$ cat config.mk
export PLATFORM = sky130hd
export DESIGN_NAME = pipe_stage_reg
export DESIGN_NICKNAME = d
export VERILOG_FILES = /design/src/rtl/pipe_stage_reg.sv
export SDC_FILE = /design/constraint.sdc
export NUM_CORES = 1
export LEC_CHECK = 0
export ABC_AREA = 1
export ABC_CLOCK_PERIOD_IN_PS = 8000
export CORE_UTILIZATION = 35
export DETAILED_ROUTE_END_ITERATION = 6
export PLACE_DENSITY_LB_ADDON = 0.3
export REMOVE_ABC_BUFFERS = 1
export SLEW_MARGIN = 20
export SYNTH_ARGS = -nofsm -noshare
export SYNTH_HDL_FRONTEND = slang
export SYNTH_SLANG_ARGS = --single-unit
$ cat constraint.sdc
create_clock -name clk -period 8 [get_ports clk]
set_clock_uncertainty 0.05 [all_clocks]
set_input_delay 1.2 -clock clk [delete_from_list [all_inputs] [get_ports clk]]
set_output_delay 1.2 -clock clk [all_outputs]
set_load 0.05 [all_outputs]
$ cat src/rtl/pipe_stage_reg.sv
// Elastic pipeline register with a valid/ready handshake, synchronous flush and an optional two-entry skid buffer.
// Define PIPE_STAT_EN to add the saturating stall_cnt/bubble_cnt statistics ports.
module pipe_stage_reg #(
   parameter int unsigned DATA_WIDTH   = 32,
   parameter logic [31:0] BUBBLE_VALUE = 32'h0000_0013,
   parameter int unsigned SKID_EN      = 1,
   parameter int unsigned STAT_WIDTH   = 16
) (
   input  logic                  clk,
   input  logic                  rst_n,
   input  logic                  flush,
   input  logic                  in_valid,
   output logic                  in_ready,
   input  logic [DATA_WIDTH-1:0] in_data,
   output logic                  out_valid,
   input  logic                  out_ready,
   output logic [DATA_WIDTH-1:0] out_data,
   output logic [1:0]            occupancy
`ifdef PIPE_STAT_EN
   ,
   output logic [STAT_WIDTH-1:0] stall_cnt,
   output logic [STAT_WIDTH-1:0] bubble_cnt
`endif
);

   localparam logic [DATA_WIDTH-1:0] BUBBLE = DATA_WIDTH'(BUBBLE_VALUE);

   typedef enum logic [1:0] {
      ST_EMPTY = 2'd0,
      ST_ONE   = 2'd1,
      ST_TWO   = 2'd2
   } state_t;

   state_t                state_q, state_d;
   logic [DATA_WIDTH-1:0] main_q, main_d;
   logic [DATA_WIDTH-1:0] skid_q, skid_d;
   logic                  in_ready_q;
   logic                  it, ot;

   assign out_valid = (state_q != ST_EMPTY);
   assign out_data  = main_q;
   assign occupancy = state_q;
   // Skid mode presents a registered ready; single-entry mode must look through to out_ready.
   assign in_ready  = (SKID_EN != 0) ? in_ready_q : (!out_valid || out_ready);
   assign it        = in_valid && in_ready;
   assign ot        = out_valid && out_ready;

   always_comb begin
      state_d = state_q;
      main_d  = main_q;
      skid_d  = skid_q;
      if (flush) begin
         state_d = ST_EMPTY;
         main_d  = BUBBLE;
      end else begin
         case (state_q)
            ST_EMPTY: begin
               if (it) begin
                  main_d  = in_data;
                  state_d = ST_ONE;
               end
            end
            ST_ONE: begin
               if (ot && it) begin
                  main_d = in_data;
               end else if (ot) begin
                  main_d  = BUBBLE;
                  state_d = ST_EMPTY;
               end else if (it && (SKID_EN != 0)) begin
                  skid_d  = in_data;
                  state_d = ST_TWO;
               end
            end
            ST_TWO: begin
               if (ot) begin
                  main_d  = skid_q;
                  state_d = ST_ONE;
               end
            end
            default: begin
               main_d  = BUBBLE;
               state_d = ST_EMPTY;
            end
         endcase
      end
   end

   always_ff @(posedge clk or negedge rst_n) begin
      if (!rst_n) begin
         state_q    <= ST_EMPTY;
         main_q     <= BUBBLE;
         in_ready_q <= 1'b1;
      end else begin
         state_q    <= state_d;
         main_q     <= main_d;
         in_ready_q <= (state_d != ST_TWO);
      end
   end

   // The skid slot is only meaningful while the state says TWO, so it carries no reset.
   always_ff @(posedge clk) begin
      skid_q <= skid_d;
   end

`ifdef PIPE_STAT_EN
   function automatic logic [STAT_WIDTH-1:0] sat_inc(input logic [STAT_WIDTH-1:0] v);
      return (&v) ? v : v + 1'b1;
   endfunction

   logic [STAT_WIDTH-1:0] stall_q, bubble_q;

   always_ff @(posedge clk or negedge rst_n) begin
      if (!rst_n) begin
         stall_q  <= '0;
         bubble_q <= '0;
      end else begin
         if (out_valid && !out_ready) stall_q <= sat_inc(stall_q);
         if (!out_valid && out_ready) bubble_q <= sat_inc(bubble_q);
      end
   end

   assign stall_cnt  = stall_q;
   assign bubble_cnt = bubble_q;
`endif

endmodule
==> flow_metrics.env <==
export IMPL_ys_ff_latch=67
export IMPL_fmax_ghz=0.319
export IMPL_diodes=0
export IMPL_swShare=0.298
export IMPL_cts_reportedPaths_clkPinSlew_ns=0.07
export IMPL_syn_inst=309
export IMPL_setup_viol=0
export IMPL_place_ws_ns=4.71
export IMPL_antenna_found_initial=0
export IMPL_maxSlewHeadroom=0.316
export IMPL_drive_gt1_frac=0.130
export IMPL_cts_buffer_depth=2
export IMPL_area_growth_pct=32.1
export IMPL_grt_max_degree=36
export IMPL_portBuffers=72
export IMPL_worstMarginPinSlew_ns=1.02
export IMPL_p_leak_nw=1.77
export IMPL_cts_root_buf="clkbuf_8"
export IMPL_ant_nets=0
export IMPL_worstSetupStartpointType="register"
export IMPL_worstHoldStart="out_data[30]"
export IMPL_synth_top_area_frac=0.329
export IMPL_post_dp_hpwl_mm=3.81
export IMPL_setup_tns_final_ns=0
export IMPL_fin_crit_ns=3.13
export IMPL_final_cell_mix="171 x nand2_1, 71 x clkdlybuf4s50_1, 32 x edfxtp_1"
export IMPL_min_to="out_data[30]"
export IMPL_hold_depth=2
export IMPL_core_um2=7890
export IMPL_synth_distinct_cells=21
export IMPL_maxSlewViolCount=0
export IMPL_clk_latency_ns=0.33
export IMPL_ctsResizeCount=0
export IMPL_synth_area_leader_cell="edfxtp_1"
export IMPL_p_comb_frac=0.210
export IMPL_ir_worst_vdd_mv=0.0943
export IMPL_syn_mean_instance_area_um2=9.44
export IMPL_internal_power_mw=0.595
export IMPL_p_clk_frac=0.324
export IMPL_cts_buffers=9
export IMPL_crit_reg2reg_launch="in_ready"
export IMPL_cap_violations=0
export IMPL_crit_fanout=7
export IMPL_fillers=755
export IMPL_reg2reg_slack_ns=5.90
export IMPL_grt_pass1_vias=2041
export IMPL_cellPowerDensity_nw_per_um2=220
export IMPL_placement_rows=32
export IMPL_gp_congestion=0.701
export IMPL_grt_pass1_wl_mm=10.2
export IMPL_final_common_cell="nand2_1"
export IMPL_rsz0062_at_grt="no"
export IMPL_yosysSeqAreaShare=0.631
export IMPL_post_cts_buffers=0
export IMPL_yosys_warnings=0
export IMPL_switchingPower_mw=0.252
export IMPL_grt_usage=0.156
export IMPL_htree_levels=3
export IMPL_routedWlPerCell_um=12.6
export IMPL_end_kind="output pin"
export IMPL_worstPathRequired_ns=6.75
export IMPL_seq_power_share=0.466
export IMPL_worstReg2RegEnd="skid_q[29]"
export IMPL_vias_per_cell=4.38
export IMPL_synthTopCellsByArea="edfxtp_1 33%, dfrtp_1 27%, nand2_1 22%"
export IMPL_die_y_um=93.3
export IMPL_io_pins=73
export IMPL_clock_sinks=67
export IMPL_cts_hold_buf=0
export IMPL_path_class="register to output pin"
export IMPL_drtIter0Drc=90
export IMPL_syn_area_um2=2920
export IMPL_firstDrtPassIters=4
export IMPL_cts_tree="built"
export IMPL_critPathArrivalTime_ns=1.88
export IMPL_drcViolationCount=0
export IMPL_hold_viol=0
export IMPL_grt_overflow=0
export IMPL_start_util=0.370
export IMPL_min_path_type="register to register"
export IMPL_die_w_um=93.3
export IMPL_period_share=0.391
export IMPL_drt_wl_total_mm=6.14
export IMPL_finalWorstSetupSlack_ns=4.87
export IMPL_r2r_cells=4
export IMPL_status="finished clean"
export IMPL_vias=2134
export IMPL_die_area_um2=8700
export IMPL_nets=417
==> through the flow <==
stage | cells | hold slack [ns] | total power [mW] | area [um^2] | util
global route | 487 | 0.449 | 0.889 | 3850 | 0.489
floorplan | 297 | 0.456 | 0.508 | 2810 | -
global placement | 471 | 0.412 | 0.580 | 3670 | 0.465
CTS | 487 | 0.434 | 0.859 | 3850 | 0.489
finish | 487 | 0.427 | 0.847 | 3850 | 0.489
detailed placement | 471 | 0.414 | 0.582 | 3670 | 0.465
==> state kept, by name (all words and copies together), names as in the netlist <==
signal and cells:
out_data 32, skid_q 32, occupancy 2, in_ready 1
==> power by group through the flow <==
stage	clock network [mW]	logic, mW	registers, mW
2_1_floorplan	0	0.0482	0.460
5_1_grt	0.300	0.192	0.397
4_1_cts	0.283	0.181	0.395
6_report	0.275	0.178	0.395
3_3_place_gp	0	0.178	0.401
3_5_place_dp	0	0.180	0.402
==> logic make-up after synthesis <==
| family | synth area share |
|---|---|
| simple gates | 0.305 |
| compound gates | 0.0103 |
| buf+inv | 0.0528 |
| flops | 0.631 |
==> routing by layer <==
layer  up-vias  track usage  wire [um]  share of wire
li1       1095            -          -              -
met1       973        0.211       2910           0.47
met2        56        0.238       2820           0.46
met3        10       0.0333        288          0.047
met4         0       0.0731        117          0.019
met5         -            0          0              0
==> layout make-up <==
cell class / instances / area [um^2] / area share
sequential: 67 / 1840 / 0.478
multi-input combinational: 217 / 932 / 0.242
timing repair buffer: 72 / 716 / 0.186
clock buffer: 13 / 149 / 0.0386
tap: 102 / 128 / 0.0331
inverter: 13 / 48.8 / 0.0127
clock inverter: 3 / 38.8 / 0.0101
==> critical path, stage by stage (launching register included) <==
cell             delay, ns
dfrtp_1               0.52
nor2_4                0.11
inv_2                 0.12
clkdlybuf4s50_1       0.81
==> cell usage after synthesis <==
cell type,number
nand3_4,1
nand3_2,1
inv_1,9
buf_6,3
nand2_2,22
edfxtp_1,32
clkbuf_1,1
dfrtp_1,31
nand3_1,3
buf_2,5
nor2_2,2
inv_2,4
nand2_1,171
buf_8,1
buf_12,1
nor2_1,9
nor2_4,2
o21ai_0,1
buf_4,1
a21oi_1,5
dfstp_2,4
==> worst max path at each step <==
stage,to,slack [ns],cells past startpoint,startpoint
CTS,out_valid,4.85,3,occupancy[1]
finish,out_valid,4.87,3,occupancy[1]
global placement,skid_q[5],4.75,5,in_valid
floorplan,skid_q[0],4.44,4,in_valid
global route,out_valid,4.82,3,occupancy[1]
detailed placement,skid_q[5],4.71,5,in_valid
Power figures use the tool's default switching activity.
